**config.mk**
```make
export PLATFORM = sky130hd
export DESIGN_NAME = bram_seq_master
export DESIGN_NICKNAME = d
export VERILOG_FILES = /design/src/rtl/bram_seq_pkg.sv /design/src/rtl/bram_seq_watchdog.sv /design/src/rtl/bram_seq_master.sv
export SDC_FILE = /design/constraint.sdc
export NUM_CORES = 1
export LEC_CHECK = 0
export BUFFER_PORTS_ARGS = -buffer_cell sky130_fd_sc_hd__buf_4
export CAP_MARGIN = 20
export CORE_ASPECT_RATIO = 2
export CORE_MARGIN = 5
export CORE_UTILIZATION = 35
export CTS_CLUSTER_SIZE = 40
export DETAILED_ROUTE_END_ITERATION = 6
export GPL_TIMING_DRIVEN = 0
export PLACE_DENSITY_LB_ADDON = 0.15
export SKIP_LAST_GASP = 1
export SLEW_MARGIN = 20
export SYNTH_ARGS = -nofsm -noshare
export SYNTH_HDL_FRONTEND = slang
export SYNTH_SLANG_ARGS = --single-unit
```
**constraint.sdc**
```tcl
create_clock -name clk -period 4.5 [get_ports clk]
set_input_delay 0.225 -clock clk [delete_from_list [all_inputs] [get_ports clk]]
set_output_delay 0.225 -clock clk [all_outputs]
set_load 0.005 [all_outputs]
```
**src/rtl/bram_seq_pkg.sv**
```systemverilog
// Shared types and constants for the BRAM sequential self-test master.
// Watchdog feature is compiled in by BRAM_SEQ_WATCHDOG_EN.
package bram_seq_pkg;

    localparam int DEF_ADDR_WIDTH = 10;
    localparam int DEF_DATA_WIDTH = 32;

    localparam logic MODE_WRITE = 1'b1;
    localparam logic MODE_READ  = 1'b0;

    typedef enum logic [2:0] {
        S_IDLE,
        S_WR_ISSUE,
        S_WR_WAIT,
        S_RD_ISSUE,
        S_RD_WAIT,
        S_FIN
    } state_e;

endpackage

```
**src/rtl/bram_seq_watchdog.sv**
```systemverilog
// Per-command response watchdog for bram_seq_master.
// Armed on each command pulse, disarmed on response; flags expiry.
module bram_seq_watchdog
    import bram_seq_pkg::*;
#(
    parameter int TIMEOUT_CYC = 64
) (
    input  logic clk,
    input  logic reset_n,
    input  logic load_i,
    input  logic clear_i,
    output logic expired_o
);

    localparam int CW = $clog2(TIMEOUT_CYC + 1);

    logic [CW-1:0] cnt_q;
    logic          armed_q;

    assign expired_o = armed_q && (cnt_q == CW'(TIMEOUT_CYC - 1));

    always_ff @(posedge clk) begin
        if (!reset_n) begin
            cnt_q   <= '0;
            armed_q <= 1'b0;
        end else if (load_i) begin
            cnt_q   <= '0;
            armed_q <= 1'b1;
        end else if (clear_i) begin
            armed_q <= 1'b0;
        end else if (armed_q && !expired_o) begin
            cnt_q <= cnt_q + 1'b1;
        end
    end

endmodule

```
**src/rtl/bram_seq_master.sv**
```systemverilog
// Built-in write/read-back self-test master for the BRAM controller command port.
// Define BRAM_SEQ_WATCHDOG_EN to compile in the per-command response watchdog.
module bram_seq_master
    import bram_seq_pkg::*;
#(
    parameter int ADDR_WIDTH  = DEF_ADDR_WIDTH,
    parameter int DATA_WIDTH  = DEF_DATA_WIDTH,
    parameter int ERR_WIDTH   = 16,
    parameter int TIMEOUT_CYC = 64
) (
    input  logic                  clk,
    input  logic                  reset_n,
    input  logic                  i_start,
    input  logic [ADDR_WIDTH:0]   i_num,
    input  logic [DATA_WIDTH-1:0] i_seed,
    output logic                  o_busy,
    output logic                  o_done,
    output logic                  o_pass,
    output logic [ERR_WIDTH-1:0]  o_err_cnt,
    output logic                  o_timeout,
    output logic                  o_run,
    output logic                  o_mode,
    output logic [ADDR_WIDTH-1:0] o_bramAddr,
    output logic [DATA_WIDTH-1:0] o_write_data,
    input  logic                  i_idle,
    input  logic                  i_done,
    input  logic [DATA_WIDTH-1:0] i_read_data,
    input  logic                  i_read_valid
);

    state_e                state_q;
    logic [ADDR_WIDTH:0]   num_q;
    logic [DATA_WIDTH-1:0] seed_q;
    logic [ADDR_WIDTH-1:0] addr_q;
    logic [ERR_WIDTH-1:0]  err_q;
    logic                  busy_q;
    logic                  done_q;
    logic                  pass_q;
    logic                  timeout_q;
    logic                  run_q;
    logic                  mode_q;
    logic [ADDR_WIDTH-1:0] baddr_q;
    logic [DATA_WIDTH-1:0] wdata_q;

    logic [DATA_WIDTH-1:0] pat_d;
    logic                  last_d;
    logic                  wd_expire;

    assign pat_d  = seed_q + DATA_WIDTH'(addr_q);
    // Compare in ADDR_WIDTH+1 bits so a full-depth run ends at the top word.
    assign last_d = ({1'b0, addr_q} == (num_q - 1'b1));

`ifdef BRAM_SEQ_WATCHDOG_EN
    bram_seq_watchdog #(
        .TIMEOUT_CYC(TIMEOUT_CYC)
    ) u_wd (
        .clk      (clk),
        .reset_n  (reset_n),
        .load_i   (run_q),
        .clear_i  (i_done | i_read_valid | ~busy_q),
        .expired_o(wd_expire)
    );
`else
    assign wd_expire = 1'b0;
`endif

    always_ff @(posedge clk) begin
        if (!reset_n) begin
            state_q   <= S_IDLE;
            num_q     <= '0;
            seed_q    <= '0;
            addr_q    <= '0;
            err_q     <= '0;
            busy_q    <= 1'b0;
            done_q    <= 1'b0;
            pass_q    <= 1'b0;
            timeout_q <= 1'b0;
            run_q     <= 1'b0;
            mode_q    <= 1'b0;
            baddr_q   <= '0;
            wdata_q   <= '0;
        end else begin
            run_q  <= 1'b0;
            done_q <= 1'b0;
            unique case (state_q)
                S_IDLE: begin
                    if (i_start) begin
                        num_q     <= i_num;
                        seed_q    <= i_seed;
                        addr_q    <= '0;
                        err_q     <= '0;
                        pass_q    <= 1'b0;
                        timeout_q <= 1'b0;
                        busy_q    <= 1'b1;
                        state_q   <= (i_num == '0) ? S_FIN : S_WR_ISSUE;
                    end
                end
                S_WR_ISSUE: begin
                    if (i_idle) begin
                        run_q   <= 1'b1;
                        mode_q  <= MODE_WRITE;
                        baddr_q <= addr_q;
                        wdata_q <= pat_d;
                        state_q <= S_WR_WAIT;
                    end
                end
                S_WR_WAIT: begin
                    if (i_done) begin
                        if (last_d) begin
                            addr_q  <= '0;
                            state_q <= S_RD_ISSUE;
                        end else begin
                            addr_q  <= addr_q + 1'b1;
                            state_q <= S_WR_ISSUE;
                        end
                    end else if (wd_expire) begin
                        timeout_q <= 1'b1;
                        state_q   <= S_FIN;
                    end
                end
                S_RD_ISSUE: begin
                    if (i_idle) begin
                        run_q   <= 1'b1;
                        mode_q  <= MODE_READ;
                        baddr_q <= addr_q;
                        state_q <= S_RD_WAIT;
                    end
                end
                S_RD_WAIT: begin
                    if (i_read_valid) begin
                        if ((i_read_data != pat_d) && (err_q != '1)) begin
                            err_q <= err_q + 1'b1;
                        end
                        if (last_d) begin
                            state_q <= S_FIN;
                        end else begin
                            addr_q  <= addr_q + 1'b1;
                            state_q <= S_RD_ISSUE;
                        end
                    end else if (wd_expire) begin
                        timeout_q <= 1'b1;
                        state_q   <= S_FIN;
                    end
                end
                S_FIN: begin
                    done_q  <= 1'b1;
                    busy_q  <= 1'b0;
                    pass_q  <= (err_q == '0) && !timeout_q;
                    state_q <= S_IDLE;
                end
                default: state_q <= S_IDLE;
            endcase
        end
    end

    assign o_busy       = busy_q;
    assign o_done       = done_q;
    assign o_pass       = pass_q;
    assign o_err_cnt    = err_q;
    assign o_timeout    = timeout_q;
    assign o_run        = run_q;
    assign o_mode       = mode_q;
    assign o_bramAddr   = baddr_q;
    assign o_write_data = wdata_q;

endmodule
```
==> results of run 1 <==
worst paths after layout:
| check | endpoint | start | cells after the start | slack, ns |
|---|---|---|---|---|
| setup / recovery | o_err_cnt[0] | addr_q[0] | 13 | 0.10 |
| hold / removal | seed_q[25] | i_seed[25] | 3 | 0.05 |
| setup reg to reg | o_err_cnt[0] | addr_q[0] | 13 | 0.10 |
| hold reg to reg | o_bramAddr[0] | o_bramAddr[0] | 2 | 0.47 |
worst max-delay path, cell delays in order (launching register included):
cell and delay, ns:
dfxtp_2 0.37, ha_1 0.23, fa_2 0.36, a21o_1 0.17, a221o_1 0.29, buf_4 0.18, and4b_2 0.27, or4_1 0.51
a211o_1 0.31, or4_1 0.41, or4_4 0.46, or3_4 0.42, a2bb2oi_1 0.17, mux2i_1 0.15
sequential cells by signal, summed over array words and instances (netlist names):
name and flops:
seed_q 32, addr_q 10, o_run 1, num_q 11, o_err_cnt 16, o_done 1
o_busy 1, o_write_data 32, o_pass 1, o_bramAddr 10, o_mode 1, state_q 3
routing by layer:
metal | part of all wire (%) | track usage (%) | routed length [microns]
met1 | 35 | 20.8 | 9350
met2 | 55 | 42.0 | 14800
met3 | 4.0 | 3.17 | 1090
met4 | 6.7 | 15.3 | 1820
met5 | 0 | 0 | 0
metrics by stage:
step | cell area, sq um | TNS [ns]
3_3_place_gp | 8830 | -5.79
5_1_grt | 9560 | -0.00918
2_1_floorplan | 7420 | 0
4_1_cts | 9520 | -0.000843
3_5_place_dp | 8830 | -4.75
6_report | 9560 | 0
power breakdown:
part / internal, mW / switching [mW] / leakage (nW)
logic: 0.289 / 0.373 / 2.57
registers: 1.12 / 0.0660 / 0.970
clock network: 0.891 / 0.539 / 0.291
cells by family after synthesis:
| logic type | after synthesis |
|---|---|
| buffers and inverters | 81 |
| adder cells (fa/ha/maj) | 15 |
| multiplexers | 4 |
| AO/OA/AOI/OAI | 252 |
| AND/OR/NAND/NOR | 407 |
| XOR/XNOR | 65 |
| flip-flops | 119 |
| other | 1 |
cell type report:
| class | instances | area [sq um] |
|---|---|---|
| fill | 2184 | 11400 |
| multi-input combinational | 744 | 4760 |
| sequential | 119 | 2390 |
| timing repair buffer | 150 | 1130 |
| clock buffer | 19 | 443 |
| tap | 269 | 337 |
| buffer | 63 | 270 |
| clock inverter | 13 | 170 |
| inverter | 18 | 67.6 |
what timing repair did:
item	CTS	global route
resized for setup	9	11
setup endpoints to repair	16	16
cloned	0	0
buffers inserted	4	3
pin swaps	1	2
layout by cell type (no fill, tap or decap), types with 5 or more instances in the layout:
cell type	n
nand2_1	186
buf_4	152
dfxtp_1	116
a21boi_0	61
clkbuf_1	56
nor2_1	42
xnor2_1	39
o21ai_0	30
a21oi_1	28
xor2_1	24
inv_1	18
nor2b_1	18
and3_1	18
o211a_1	18
nand3_1	17
o211ai_1	17
clkbuf_16	17
and2_1	15
nand4_1	15
nor3_1	15
ha_1	14
nand2b_1	13
or4_1	12
nor4_1	11
o31ai_1	10
or3_1	8
nor3b_1	8
o22ai_1	8
o2111ai_1	7
a21o_1	6
o21a_1	6
a31oi_1	6
nor4b_1	5
o41ai_1	5
==> impl_metrics.env, run 1 <==
export IMPL_status="finished, final reports clean"
export IMPL_ys_warn_count=0
export IMPL_clockBufferDepth=2
export IMPL_synth_top_family_by_area="simple AND/OR/NAND/NOR gates"
export IMPL_setup_viol=0
export IMPL_grt_pass1_wl_microns=41400
export IMPL_worst_setup_path_start_kind="register"
export IMPL_placed_cells=1356
export IMPL_synth_adder_area_share_pct=2.63
export IMPL_antenna_found_initial=0
export IMPL_syn_inst=944
export IMPL_maxCapViolCount=0
export IMPL_cts_root_buf="clkbuf_16"
export IMPL_synth_nets=1040
export IMPL_tightest_slew_ns=0.862
export IMPL_area_growth_pct=28.7
export IMPL_cts_buffers=17
export IMPL_synth_common_cells="nand2_1 (186), dfxtp_1 (119), a21boi_0 (62)"
export IMPL_hold_viol=0
export IMPL_drtIter0Drc=313
export IMPL_netlist_area_leader_share_pct=32.1
export IMPL_synthMostInstantiatedCell="nand2_1"
export IMPL_slew_headroom_pct=42.0
export IMPL_place_hpwl_microns=22200
export IMPL_synth_area_sq_mm=0.00742
export IMPL_ys_flop_type="dfxtp_1"
export IMPL_core_area_sq_mm=0.0209
export IMPL_final_critical_path_setup_slack_ns=0.103
export IMPL_nNetsFinal=1209
export IMPL_diodes=0
export IMPL_netlist_top_cells_area="dfxtp_1 (32%), nand2_1 (9.4%), a21boi_0 (6.3%)"
export IMPL_wl_microns=27100
export IMPL_finalCritPeriodShare_pct=97.7
export IMPL_final_max_slew_viol_count=0
export IMPL_leakagePower_nw=3.83
export IMPL_layout_cells_non_filler=1395
export IMPL_synth_compound_area_share_pct=25.0
export IMPL_drc_errors=0
export IMPL_postRouteAntennaNets=0
export IMPL_die_area_sq_mm=0.0244
export IMPL_cp_max_fo=9
export IMPL_dr_total_vias=7614
export IMPL_powerDensity_mw_per_mm2=343
export IMPL_cts_tree="done"
export IMPL_ys_seq_area_share_pct=32.1
export IMPL_synth_edf_count=0
export IMPL_worstHoldPathType="primary input to register"
export IMPL_vias_per_cell=5.46
export IMPL_first_global_vias=7684
export IMPL_ys_ff_latch=119
export IMPL_drive_above_1_share_pct=18.9
export IMPL_cts_sinks=119
export IMPL_avgSynthCellArea_sq_um=7.87
export IMPL_io_buffer_count=143
export IMPL_post_place_ws_ns=-0.333
export IMPL_path_class="register to register"
export IMPL_async_flop_share_pct=0
export IMPL_drtPass1Iterations=5
export IMPL_row_count=75
export IMPL_crit_arrival_ns=4.75
export IMPL_ir_drop_mv=0.198
export IMPL_overflow=0
export IMPL_start_util_pct=35.5
export IMPL_yosys_area_share_simple_pct=27.2
export IMPL_hold_buffers=0
export IMPL_track_usage_pct=22.0
export IMPL_end_kind="register"
export IMPL_cts_clk_slew_worst_paths_ns=0.06
export IMPL_skew_ns=0.0103
export IMPL_synth_mux_area_share_pct=0.539
export IMPL_die_w_microns=113
export IMPL_fin_util_pct=45.7
export IMPL_io_pins=145
export IMPL_synth_xor_area_share_pct=8.04
export IMPL_synth_top_area_cell="dfxtp_1"
export IMPL_power_mw=3.28
export IMPL_yosysUniqueCellTypes=72
export IMPL_wire_per_inst_microns=19.4
export IMPL_place_congestion=0.935
export IMPL_htreeDepth=4
export IMPL_fmax_ghz=0.227
export IMPL_holdWs_ns=0.0514
export IMPL_grt_max_degree=17
export IMPL_required_ns=4.85
export IMPL_period_minus_slack_ns=4.40
export IMPL_clock_latency_ns=0.43
export IMPL_die_h_microns=216
Power figures use the tool's default switching activity.
==> inputs of run 2 (changes only) <==
CORE_ASPECT_RATIO = 1.2   (was 2)
==> impl_metrics.env, run 2 (synthesis gave the netlist of run 1 again) <==
export IMPL_power_mw=3.20
export IMPL_post_place_ws_ns=-0.351
export IMPL_hold_depth=3
export IMPL_hold_viol=0
export IMPL_area_growth_pct=28.0
export IMPL_path_class="register to register"
export IMPL_cts_buffers=17
export IMPL_finalCritPeriodShare_pct=97.4
export IMPL_skew_ns=0.00760
export IMPL_die_h_microns=170
export IMPL_cts_sinks=119
export IMPL_fmax_ghz=0.228
export IMPL_final_common_cell="nand2_1"
export IMPL_crit_arrival_ns=4.73
export IMPL_tightest_slew_ns=0.895
export IMPL_fillers=2167
export IMPL_drc_errors=0
export IMPL_hold_buffers=0
export IMPL_overflow=0
export IMPL_crit_family="simple AND/OR/NAND/NOR gates"
export IMPL_drtIter0Drc=526
export IMPL_io_buffer_count=143
export IMPL_wire_per_inst_microns=18.6
export IMPL_row_count=58
export IMPL_required_ns=4.85
export IMPL_leakagePower_nw=3.81
export IMPL_final_max_slew_viol_count=0
export IMPL_io_pins=145
export IMPL_die_area_sq_mm=0.0242
export IMPL_regToRegSetupSlack_ns=0.12
export IMPL_die_w_microns=143
export IMPL_antenna_found_initial=0
export IMPL_period_minus_slack_ns=4.38
export IMPL_fin_util_pct=45.5
export IMPL_grt_pass1_wl_microns=39300
export IMPL_drtPass1Iterations=7
export IMPL_holdPathEnd="seed_q[23]"
export IMPL_r2r_start="addr_q[5]"
export IMPL_wl_microns=25800
export IMPL_cts_root_buf="clkbuf_16"
export IMPL_multiInputGateArea_sq_mm=0.00476
export IMPL_cp_max_fo=9
export IMPL_postRouteAntennaNets=0
export IMPL_grt_max_degree=17
export IMPL_core_area_sq_mm=0.0209
export IMPL_crit_buf_inv=2
export IMPL_setup_viol=0
export IMPL_path_common_cell="or4_1"
export IMPL_diodes=0
export IMPL_clock_latency_ns=0.43
export IMPL_r2r_cells=13
export IMPL_worstPathCellList="ha_1 -> buf_6 -> and3_1 -> a221o_1 -> buf_4 -> and4b_1 -> or4_1 -> a211o_1 -> or4_1 -> or4_4 -> or3_4 -> a2bb2oi_1 -> o22ai_1"
export IMPL_layout_common_cells="nand2_1 (186), buf_4 (150), dfxtp_1 (117), a21boi_0 (62), clkbuf_1 (56)"
export IMPL_clockBufferDepth=2
export IMPL_worstHoldStart="i_seed[23]"
export IMPL_powerDensity_mw_per_mm2=337
export IMPL_ir_drop_mv=0.297
export IMPL_cts_clk_slew_worst_paths_ns=0.06
export IMPL_cp_slowest_cell="or4_1"
export IMPL_status="finished, final reports clean"
export IMPL_seqCellArea_sq_mm=0.00238
export IMPL_place_hpwl_microns=20300
export IMPL_dr_total_vias=7519
export IMPL_worstHoldPathType="primary input to register"
export IMPL_cts_tree="done"
export IMPL_regToRegEndpoint="o_err_cnt[1]"
export IMPL_nNetsFinal=1206
export IMPL_worst_setup_path_start_kind="register"
export IMPL_start_util_pct=35.5
export IMPL_cpPeakStageDelay_ns=0.53
export IMPL_track_usage_pct=21.0
export IMPL_slew_headroom_pct=39.8
export IMPL_drive_above_1_share_pct=18.4
export IMPL_final_critical_path_setup_slack_ns=0.116
export IMPL_htreeDepth=4
export IMPL_maxCapViolCount=0
export IMPL_vias_per_cell=5.41
export IMPL_end_kind="register"
export IMPL_place_congestion=0.923
export IMPL_first_global_vias=7052
## run 2: cell types whose count changed in the layout (fill, tap and decap cells not counted), moves of 2 or more
cell      before  now
inv_6          3    0
clkinv_4       3    0
buf_4        152  150
clkinv_2       1    5
## run 2: power by group
part | switching (mW) | internal, mW
Sequential | 0.0620 | 1.12
Clock | 0.507 | 0.872
Combinational | 0.364 | 0.277
Total | 0.933 | 2.27
## run 2: worst max-delay path by stage
stage / start / to / slack [ns] / cells after the start
after detailed placement: addr_q[0] / o_err_cnt[15] / -0.35 / 15
after global placement: addr_q[0] / o_err_cnt[15] / -0.47 / 15
after CTS: addr_q[0] / o_err_cnt[1] / 0.02 / 13
after floorplan: addr_q[0] / o_err_cnt[15] / 0.40 / 14
after global routing: seed_q[0] / o_err_cnt[0] / -0.006 / 13
final: addr_q[5] / o_err_cnt[1] / 0.12 / 13
## run 2: what timing repair did
| action | CTS | global route |
|---|---|---|
| pin swaps | 1 | 1 |
| gates resized for setup | 6 | 10 |
| endpoints found under the setup margin | 16 | 16 |
| setup buffers | 1 | 4 |
## run 2: per-stage QoR
step / std cells / hold WS, ns / TNS (ns) / instance area (sq um)
2_1_floorplan: 944 / 0.370 / 0 / 7420
3_3_place_gp: 1357 / 0.458 / -6.93 / 8840
3_5_place_dp: 1357 / 0.462 / -5.12 / 8840
4_1_cts: 1388 / 0.0418 / 0 / 9450
5_1_grt: 1391 / 0.0536 / -0.00588 / 9500
6_report: 1391 / 0.0510 / 0 / 9500
## run 2: routing by layer
layer,vias up,GRT usage [%],wire length [microns]
li1,3750,-,-
met1,3478,26.7,11300
met2,237,34.9,12300
met3,54,4.09,1380
met4,0,8.31,909
met5,-,0,0
## run 2: area by class of cell
cell class | count | area share, %
multi-input cells | 744 | 50.1
flip-flops and latches | 119 | 25.1
repair buffers | 148 | 11.7
clock buffers | 20 | 4.70
well taps | 270 | 3.56
plain buffers | 62 | 2.80
clock inverters | 10 | 1.37
inverters | 18 | 0.711
## run 2: worst min-delay path, stage by stage
cell      delay [ns]
buf_4           0.11
nand2_1         0.04
a21boi_0        0.06
==> inputs of run 3 (changes only) <==
clock period = 5.3 ns   (was 4.5 ns; I/O delays follow)
==> impl_metrics.env, run 3 (synthesis gave the netlist of run 1 again) <==
export IMPL_status="finished, final reports clean"
export IMPL_io_pins=145
export IMPL_end_kind="register"
export IMPL_hold_buffers=0
export IMPL_switching_power_mw=0.788
export IMPL_period_minus_slack_ns=5.00
export IMPL_htreeDepth=4
export IMPL_tightest_slew_ns=0.919
export IMPL_finalCritPeriodShare_pct=94.3
export IMPL_final_common_cell="nand2_1"
export IMPL_sw_frac_of_total_pct=29.0
export IMPL_vias_per_cell=5.39
export IMPL_rsz0062_at_grt="no"
export IMPL_antenna_found_initial=0
export IMPL_setup_viol=0
export IMPL_required_ns=5.61
export IMPL_internal_power_mw=1.92
export IMPL_start_util_pct=35.5
export IMPL_cts_resized=0
export IMPL_worst_setup_path_start_kind="register"
export IMPL_grt_pass1_wl_microns=39300
export IMPL_powerDensity_mw_per_mm2=288
export IMPL_postCtsSetupBuffers=0
export IMPL_skew_ns=0.00801
export IMPL_slew_headroom_pct=37.2
export IMPL_crit_end="o_err_cnt[15]"
export IMPL_drtIter0Drc=442
export IMPL_path_class="register to register"
export IMPL_finalSetupTns_ns=0
export IMPL_layout_common_cells="nand2_1 (186), buf_4 (144), dfxtp_1 (119), a21boi_0 (62), clkbuf_1 (58)"
export IMPL_drc_errors=0
export IMPL_final_max_slew_viol_count=0
export IMPL_fin_util_pct=45.0
export IMPL_wire_per_inst_microns=18.6
export IMPL_drtPass1Iterations=7
export IMPL_core_area_sq_mm=0.0209
export IMPL_io_buffer_count=143
export IMPL_regToRegEndpoint="o_err_cnt[15]"
export IMPL_hold_viol=0
export IMPL_wl_microns=25700
export IMPL_nNetsFinal=1202
export IMPL_r2r_start="addr_q[0]"
export IMPL_area_growth_pct=26.8
export IMPL_r2r_cells=15
export IMPL_worstHoldPathType="primary input to register"
export IMPL_cts_clk_slew_worst_paths_ns=0.06
export IMPL_dr_total_vias=7479
export IMPL_grt_max_degree=17
export IMPL_maxCapViolCount=0
export IMPL_postRouteAntennaNets=0
export IMPL_crit_arrival_ns=5.31
export IMPL_clockBufferDepth=2
export IMPL_startpoint="addr_q[0]"
export IMPL_leakagePower_nw=3.79
export IMPL_overflow=0
export IMPL_diodes=0
export IMPL_drive_above_1_share_pct=16.9
export IMPL_cts_buffers=17
export IMPL_die_w_microns=143
export IMPL_ir_drop_mv=0.248
export IMPL_pwr_share_seq_pct=37.0
export IMPL_regToRegSetupSlack_ns=0.30
export IMPL_clock_power_share_pct=43.1
export IMPL_cts_sinks=119
export IMPL_row_count=58
export IMPL_place_hpwl_microns=20300
export IMPL_cts_root_buf="clkbuf_16"
export IMPL_clock_latency_ns=0.42
export IMPL_cts_tree="done"
export IMPL_die_h_microns=170
export IMPL_holdWs_ns=0.0964
export IMPL_cp_max_fo=10
export IMPL_place_congestion=0.923
export IMPL_p_comb_share_pct=19.9
export IMPL_first_global_vias=7051
export IMPL_die_area_sq_mm=0.0242
export IMPL_track_usage_pct=21.0
export IMPL_fmax_ghz=0.200
run 3: through the flow:
stage               area (sq um)  std cells  setup WS [ns]  power [mW]
finish                      9410       1387          0.300        2.71
global route                9410       1387          0.118        2.84
CTS                         9410       1387          0.412        2.74
detailed placement          8840       1357          0.449        1.56
global placement            8840       1357          0.332        1.56
floorplan                   7420        944           1.20        1.34
run 3: worst min-delay path by stage:
stage | startpoint | endpoint | slack, ns | cells after the start
floorplan | i_num[10] | num_q[10] | 0.41 | 2
global placement | o_bramAddr[6] | o_bramAddr[6] | 0.46 | 2
detailed placement | o_bramAddr[5] | o_bramAddr[5] | 0.46 | 2
CTS | i_seed[23] | seed_q[23] | 0.08 | 3
global route | i_seed[16] | seed_q[16] | 0.09 | 3
finish | i_seed[11] | seed_q[11] | 0.1 | 3
run 3: cell type report:
cell class | instances | area, sq um
fillers | 2177 | 11500
multi-input cells | 744 | 4710
flip-flops and latches | 119 | 2380
repair buffers | 143 | 1070
clock buffers | 20 | 447
well taps | 270 | 338
plain buffers | 63 | 267
clock inverters | 10 | 130
inverters | 18 | 67.6
run 3: per-layer routing:
| layer | global-route usage [%] | vias to the layer above | part of all wire [%] |
|---|---|---|---|
| met3 | 4.09 | 53 | 5.8 |
| met2 | 34.8 | 242 | 47 |
| met4 | 8.60 | 0 | 3.4 |
| met5 | 0 | - | 0 |
| met1 | 26.6 | 3450 | 43 |
| li1 | - | 3734 | - |
run 3: worst max-delay path, stage by stage, from the launching register on:
cell and delay [ns]:
dfxtp_1 0.37, ha_1 0.23, fa_1 0.41, a21o_1 0.19, a221o_1 0.29, buf_2 0.18, a21oi_1 0.34, clkbuf_1 0.41
nor2_1 0.24, a2111oi_0 0.85, o211ai_1 0.18, nand4bb_1 0.36, o31ai_4 0.43, buf_6 0.21, o211ai_1 0.10, o41ai_1 0.09
run 3: power groups by stage:
stage / Combinational, mW / Clock (mW) / Sequential [mW]
global route: 0.595 / 1.23 / 1.01
CTS: 0.542 / 1.19 / 1.00
floorplan: 0.330 / 0 / 1.01
finish: 0.539 / 1.17 / 1.00
detailed placement: 0.539 / 0 / 1.02
global placement: 0.536 / 0 / 1.02
